### config.mk
export PLATFORM = sky130hd
export DESIGN_NAME = fib_arbiter
export DESIGN_NICKNAME = d
export VERILOG_FILES = /design/src/rtl/fib_arbiter.sv
export SDC_FILE = /design/constraint.sdc
export NUM_CORES = 1
export LEC_CHECK = 0
export CORE_MARGIN = 2
export CORE_UTILIZATION = 40
export DETAILED_ROUTE_END_ITERATION = 10
export GPL_ROUTABILITY_DRIVEN = 0
export PLACE_DENSITY = 0.82
export SYNTH_ARGS = -nofsm -noshare
export SYNTH_HDL_FRONTEND = slang
export SYNTH_SLANG_ARGS = --single-unit
### constraint.sdc
create_clock -name i_clk -period 3.3 [get_ports i_clk]
set_clock_uncertainty 0.2 [all_clocks]
set_input_delay 0.66 -clock i_clk [delete_from_list [all_inputs] [get_ports i_clk]]
set_output_delay 0.66 -clock i_clk [all_outputs]
set_load 0.02 [all_outputs]
### src/rtl/fib_arbiter.sv
// fib_arbiter: round-robin front end that shares one Fibonacci engine between
// NUM_REQ requesters, filters out arguments whose result would overflow RES_W
// bits, and returns each result to its requester as a one-cycle pulse.
module fib_arbiter #(
    parameter int NUM_REQ = 4,
    parameter int ARG_W   = 8,
    parameter int RES_W   = 16,
    parameter int MAX_ARG = 24
) (
    input  logic                     i_clk,
    input  logic                     i_rst_n,
    input  logic [NUM_REQ-1:0]       req_valid,
    input  logic [NUM_REQ*ARG_W-1:0] req_arg,
    output logic [NUM_REQ-1:0]       req_ready,
    output logic [NUM_REQ-1:0]       rsp_valid,
    output logic [RES_W-1:0]         rsp_result,
    output logic                     rsp_err,
    output logic                     busy,
    output logic                     fib_start,
    output logic [ARG_W-1:0]         fib_arg,
    input  logic                     fib_done,
    input  logic [RES_W-1:0]         fib_result
);

    localparam int PTR_W = (NUM_REQ > 1) ? $clog2(NUM_REQ) : 1;

    localparam logic [1:0] ST_IDLE  = 2'd0;
    localparam logic [1:0] ST_ISSUE = 2'd1;
    localparam logic [1:0] ST_WAIT  = 2'd2;
    localparam logic [1:0] ST_RESP  = 2'd3;

    localparam logic [ARG_W-1:0] MAX_ARG_V = ARG_W'(MAX_ARG);

    logic [1:0]       state_q, state_d;
    logic [PTR_W-1:0] ptr_q, ptr_d;
    logic [PTR_W-1:0] gnt_q, gnt_d;
    logic [ARG_W-1:0] arg_q, arg_d;
    logic [RES_W-1:0] res_q, res_d;
    logic             err_q, err_d;

    logic               grant_found;
    logic [PTR_W-1:0]   grant_idx;
    logic [ARG_W-1:0]   grant_arg;
    logic [NUM_REQ-1:0] grant_vec;
    logic [NUM_REQ-1:0] rsp_vec;
    logic [PTR_W-1:0]   cand;

    // Round-robin search starting just after the last winner; scanning from the
    // lowest priority upwards lets the highest-priority hit overwrite the rest.
    always_comb begin
        grant_found = 1'b0;
        grant_idx   = '0;
        cand        = '0;
        for (int i = NUM_REQ; i >= 1; i--) begin
            cand = PTR_W'((int'(ptr_q) + i) % NUM_REQ);
            if (req_valid[cand]) begin
                grant_found = 1'b1;
                grant_idx   = cand;
            end
        end
        grant_arg = req_arg[grant_idx*ARG_W +: ARG_W];
    end

    // One-hot decode of the current grant and of the requester being answered.
    always_comb begin
        grant_vec = '0;
        rsp_vec   = '0;
        grant_vec[grant_idx] = 1'b1;
        rsp_vec[gnt_q]       = 1'b1;
    end

    // Next-state logic for the IDLE/ISSUE/WAIT/RESP sequence.
    always_comb begin
        state_d = state_q;
        ptr_d   = ptr_q;
        gnt_d   = gnt_q;
        arg_d   = arg_q;
        res_d   = res_q;
        err_d   = err_q;
        case (state_q)
            ST_IDLE: begin
                if (grant_found) begin
                    gnt_d = grant_idx;
                    ptr_d = grant_idx;
                    arg_d = grant_arg;
                    if (grant_arg > MAX_ARG_V) begin
                        res_d   = '1;
                        err_d   = 1'b1;
                        state_d = ST_RESP;
                    end else begin
                        state_d = ST_ISSUE;
                    end
                end
            end
            ST_ISSUE: begin
                state_d = ST_WAIT;
            end
            ST_WAIT: begin
                if (fib_done) begin
                    res_d   = fib_result;
                    err_d   = 1'b0;
                    state_d = ST_RESP;
                end
            end
            ST_RESP: begin
                state_d = ST_IDLE;
            end
            default: begin
                state_d = ST_IDLE;
            end
        endcase
    end

    // State registers; reset abandons any in-flight request and gives requester 0 first priority.
    always_ff @(posedge i_clk) begin
        if (!i_rst_n) begin
            state_q <= ST_IDLE;
            ptr_q   <= PTR_W'(NUM_REQ - 1);
            gnt_q   <= '0;
            arg_q   <= '0;
            res_q   <= '0;
            err_q   <= 1'b0;
        end else begin
            state_q <= state_d;
            ptr_q   <= ptr_d;
            gnt_q   <= gnt_d;
            arg_q   <= arg_d;
            res_q   <= res_d;
            err_q   <= err_d;
        end
    end

    // Output decode; ready is masked by reset so no handshake completes while reset is held.
    always_comb begin
        req_ready  = (state_q == ST_IDLE && grant_found && i_rst_n) ? grant_vec : '0;
        rsp_valid  = (state_q == ST_RESP) ? rsp_vec : '0;
        rsp_result = res_q;
        rsp_err    = err_q;
        busy       = (state_q != ST_IDLE);
        fib_start  = (state_q == ST_ISSUE);
        fib_arg    = arg_q;
    end

endmodule

# ---- After elaboration in Yosys (flattened, before gate mapping)
# Cells that the tools add are included.
dict set report totals {
  ff_bits 31
  elab_cells 70
  inputBits 55
  out_inout_bits 35
}
dict set report op_classes {
  shift 1
  eq_ne 6
  n_reduce_logical 10
  mux 34
  magnitude_cmp 9
  n_addsub 4
}
# op count
set ops {}
lappend ops {{16-bit 2-to-1 mux} 3}
lappend ops {{16-bit one-hot mux with 2 select lines} 1}
lappend ops {{32-bit by 6-bit variable part select with 8-bit output} 1}
lappend ops {{2-bit by 3-bit less-than comparator with 1-bit output (second input constant)} 6}
lappend ops {{2-bit 2-to-1 mux} 7}
lappend ops {{1-bit 2-to-1 mux} 13}
lappend ops {{1-bit binary-select mux with 2-bit select} 4}
lappend ops {{8-bit by 5-bit > comparator with 1-bit output (second input constant)} 1}
lappend ops {{4-bit 2-to-1 mux} 2}
lappend ops {{2-bit one-hot mux with 4 select lines} 1}
lappend ops {{2-bit inequality test (second input constant)} 3}
lappend ops {{2-bit by 1-bit adder with 2-bit output (second input constant)} 2}
lappend ops {{2-bit adder (second input constant)} 2}
lappend ops {{1-bit demux with 2-bit select} 2}
lappend ops {{2-bit == test (second input constant)} 2}
lappend ops {{2-bit by 1-bit greater-or-equal comparator with 1-bit output (second input constant)} 2}
lappend ops {{1-bit logical AND} 4}
lappend ops {{2-bit AND reduction} 2}
lappend ops {{4-bit AND reduction} 1}
lappend ops {{2-bit nonzero test} 2}
lappend ops {{2-bit by 1-bit == test with 1-bit output (second input constant)} 1}
lappend ops {{2-bit logical NOT} 1}
lappend ops {{1-bit one-hot mux with 2 select lines} 1}

# ---- Depth between registers and ports, before layout
dict set report logic_depth {
  word_depth 12
  depth_mapped 11
  depth_no_buf 7
}

# ---- Least setup slack after synthesis
# OpenSTA, ideal clock, no wires.
dict set report synth_timing {
  kind {input-to-reg}
  start {in req_valid[0]}
  end {reg res_q[5], in the netlist rsp_result[5]}
  arrival_time_ns 2.704
  path_stages 9
  setup_slack_ns 0.277
  setup_time_ns 0.119
  path_buffers 2
  t_required_ns 2.981
  cell_sequence {o21a_1 > a211oi_2 > buf_6 > mux2i_1 > mux2i_1 > o311ai_2 > a31oi_4 > buf_4 > o221a_2}
}
dict set report synth_between {
  elab_chain_cells 10
  elab_cells_between_ends 21
}
# element line_no
set synth_rtl {}
lappend synth_rtl {{start: declaration} 12} ;# input logic [NUM_REQ-1:0] req_valid,
lappend synth_rtl {{1-bit binary-select mux with 2-bit select} 56} ;# if (req_valid[cand]) begin
lappend synth_rtl {{1-bit 2-to-1 mux (not written as such)} 56}
lappend synth_rtl {{2-bit 2-to-1 mux (4 in a row)} 56}
lappend synth_rtl {{32-bit by 6-bit variable part select with 8-bit output} 61} ;# grant_arg = req_arg[grant_idx*ARG_W +: ARG_W];
lappend synth_rtl {{8-bit by 5-bit > comparator with 1-bit output} 86} ;# if (grant_arg > MAX_ARG_V) begin
lappend synth_rtl {{2-bit inequality test (no line)} -}
lappend synth_rtl {{4-bit AND reduction (no line) *} -}
lappend synth_rtl {{end signal: assignment} 128} ;# res_q <= res_d;
lappend synth_rtl {{end: declaration} 38} ;# logic [RES_W-1:0] res_q, res_d;
# Mark *: on every way between the ends. The rest lies on a longest branch, timed or not. The select of a mux whose other input is x is not followed.
# A chain may end at the register's enable or synchronous reset.

# ---- Worst setup path in the final report
dict set report layout_timing {
  start {in req_valid[1]}
  end {out req_ready[3]}
}
dict set report layout_between {
  elab_chain_cells 11
  elab_cells_between_ends 24
}
# element line_no
set layout_rtl {}
lappend layout_rtl {{1-bit binary-select mux with 2-bit select} 56}
lappend layout_rtl {{1-bit 2-to-1 mux (not written as such)} 56}
lappend layout_rtl {{2-bit 2-to-1 mux (4 in a row)} 56}
lappend layout_rtl {{2-bit by 3-bit less-than comparator with 1-bit output (not written as such) or 2-bit by 1-bit greater-or-equal comparator with 1-bit output (tied branches)} 68} ;# grant_vec[grant_idx] = 1'b1;
lappend layout_rtl {{1-bit logical AND (not written as such)} 68}
lappend layout_rtl {{1-bit 2-to-1 mux (not written as such)} 68}
lappend layout_rtl {{1-bit demux with 2-bit select} 68}
lappend layout_rtl {{4-bit 2-to-1 mux *} 135} ;# req_ready = (state_q == ST_IDLE && grant_found && i_rst_n) ? grant_vec : '0;
lappend layout_rtl {{end: declaration} 14} ;# output logic [NUM_REQ-1:0] req_ready,
# Marked as above.

==> metrics.cfg <==
[status]
status = completed

[synthesis]
yosys.area.top_type = dfxtp_1
synth.most_common_cell = dfxtp_1
synth-seq-cells = 31
synthDistinctLibCells = 38
synth_common_cells = dfxtp_1 (31), nand2_1 (27), mux2i_1 (22)
netlist_instances = 176
synth_area_per_cell_um2 = 9.82
synth_edf_count = 0
ys.warnings.count = 0
ys.flop_type = dfxtp_1
async_flop_share_pct = 0
syn-num-nets = 236
yosysSeqAreaShare_pct = 35.9
synth_top_cell_area_share_pct = 35.9
syn_area_mm2 = 0.00173
synth_area_leaders = dfxtp_1 (36%), mux2i_1 (13%), o221a_1 (9.8%)

[critical_path]
reg2reg_from = ptr_q[0]
path_class = in2out
rr_endpoint = rsp_result[11]
setup.worst_path.end_class = output pin
reg2reg_slack_ns = 0.45
ff2ff_path_depth = 11
crit_family = buffers and inverters
start_kind = primary input
cp_cell_sequence = dlymetal6s2s_1, o21a_1, a211oi_4, buf_12, nor3b_1, clkdlybuf4s15_1
cp_data_arrival_time_ns = 2.26
cpMaxStageDelayCell = a211oi_4
max_stage_delay_ns = 0.38
cp_num_buf_inv = 3
required_ns = 2.44
worstPathMaxFanout = 8

[cells_and_area]
area_growth_pct = 79.7
utilization_pct = 76.0
drive_gt1_share_pct = 21.2
nets = 353
final_cells = 343
n_antenna_cell = 0

[clock_tree]
cts_root_buf = clkbuf_8
clk_latency_ns = 0.28
cts_hold_buf = 0
cts.sinks = 31
tritoncts = done
clk_path_buf_depth = 2
cts_max_level = 2
cts.clk_slew.worst_paths_ns = 0.06
cts_made_buffers = 5

[routing]
ant_nets = 0
wl_per_cell_um = 16.7
drcViolationCount = 0
dr.pass1.iters = 4
route.vias.total = 1848
routed_via_density = 5.39
drt-initial-drc-count = 132
wl_um = 5740

[global_route]
grt_use_total_pct = 21.5
grt_use_met3_pct = 4.80
grt_overflow = 0
antenna_found_initial = 0
grt_pass1_wl_um = 8560
grt_pass1_vias = 1773
met2_usage_pct = 36.9
grt_max_degree = 21
met1_usage_pct = 26.4
busiest_layer = met2

[sta]
hold_violations = 0
setup_viol = 0
final_max_slew_viol_count = 0
fmax_ghz = 0.320
min_period_ns = 3.12
relSlewSlack_pct = 57.0
fin_crit_sh_pct = 94.7
rsz0062_at_grt = no
tightestPinTransition_ns = 0.638
whs_ns = 0.257

[floorplanning]
die_x_um = 69.7
core-area_mm2 = 0.00409
floorplan.initialDensity_pct = 42.3
fp.dieH_um = 69.7
io_pins = 90
num_rows = 23
die_area_mm2 = 0.00486

[min_path]
hold_path.class = reg2reg
min_to = fib_arg[0]
hold_depth = 2
worstHoldStart = fib_arg[0]

[placed_design]
dp_hpwl_um = 3730
place_inst = 331
port_buffers = 89

[pwr]
power.density_mw_per_mm2 = 900
swShare_pct = 41.0
intPower_mw = 1.65
power.switching_mw = 1.15
p_comb_share_pct = 65.3
peakVddDrop_v = 0.000445
power.share.clock_pct = 10.9
p_leak_nw = 1.29
sequentialPowerShare_pct = 23.8

[flow_run]
cap_violations = 0

[logic make-up (layout without fill, tap and decap cells)]
kind of cell,count (synthesis),after routing,synth area share (%)
muxes,27,27,16.3
AOI/OAI and AO/OA,45,46,23.0
buffers and inverters,17,133,6.44
adders and majority gates,5,5,3.62
DFF,31,31,35.9
and+or+nand+nor,51,51,14.7
[sequential cells by signal, summed over array words and instances (netlist names)]
name / count
rsp_result: 16
state_q: 2
fib_arg: 8
ptr_q: 2
rsp_err: 1
gnt_q: 2
[per-stage QoR]
stage | worst slack (ns) | setup TNS (ns) | power [mW] | cell area [µm²]
2_1_floorplan | 0.277 | 0 | 1.59 | 1730
3_3_place_gp | -0.237 | -4.37 | 2.23 | 2840
3_5_place_dp | -0.332 | -6.36 | 2.27 | 2840
4_1_cts | 0.00136 | 0 | 2.60 | 2940
5_1_grt | 0.142 | 0 | 2.95 | 3110
6_report | 0.177 | 0 | 2.79 | 3110
[tightest hold or removal path, cell delays in order (launching register included)]
cell and delay [ns]:
dfxtp_1 0.31, nand2_1 0.05, a21oi_1 0.05
[worst max-delay path by stage]
stage	endpoint	cells past startpoint	from	slack [ns]
3_3_place_gp	rsp_result[5]	12	req_valid[1]	-0.24
3_5_place_dp	rsp_result[7]	11	req_valid[1]	-0.33
5_1_grt	rsp_result[14]	12	req_valid[0]	0.14
2_1_floorplan	rsp_result[5]	9	req_valid[0]	0.28
6_report	req_ready[3]	6	req_valid[1]	0.18
4_1_cts	rsp_result[5]	12	req_valid[1]	0.001
[timing repair]
| action | in CTS | in global routing |
|---|---|---|
| gates cloned | 1 | 2 |
| resized for setup | 5 | 21 |
| setup buffers | 0 | 2 |
| endpoints found under the setup margin | 20 | 21 |
| pin swaps | 2 | 4 |
[power groups by stage]
| stage | registers (mW) | logic, mW | clock network, mW |
|---|---|---|---|
| CTS | 0.655 | 1.64 | 0.306 |
| floorplan | 0.824 | 0.771 | 0 |
| finish | 0.665 | 1.82 | 0.305 |
| detailed placement | 0.661 | 1.61 | 0 |
| global placement | 0.657 | 1.58 | 0 |
| global route | 0.693 | 1.93 | 0.322 |
[per-layer routing]
layer | up-vias | wire length (µm)
li1 | 884 | -
met5 | - | 0
met3 | 16 | 257
met1 | 873 | 2340
met4 | 0 | 161
met2 | 75 | 2980
[area by class of cell]
cell class	count	area, µm²
well taps	50	62.6
repair buffers	119	1200
clock inverters	1	5.00
flip-flops and latches	31	621
fillers	254	981
inverters	7	26.3
multi-input cells	129	1110
clock buffers	6	82.6
[placed cells by master, fill, tap and decap left out, drive strengths merged, types with 5 or more instances in the layout]
cell,n
o221a,16
a21oi,16
mux2i,24
nand2,27
clkbuf,8
nor3,5
clkdlybuf4s50,81
inv,7
dfxtp,31
ha,5
nor2,5
buf,28
(Power assumes the default switching activity.)
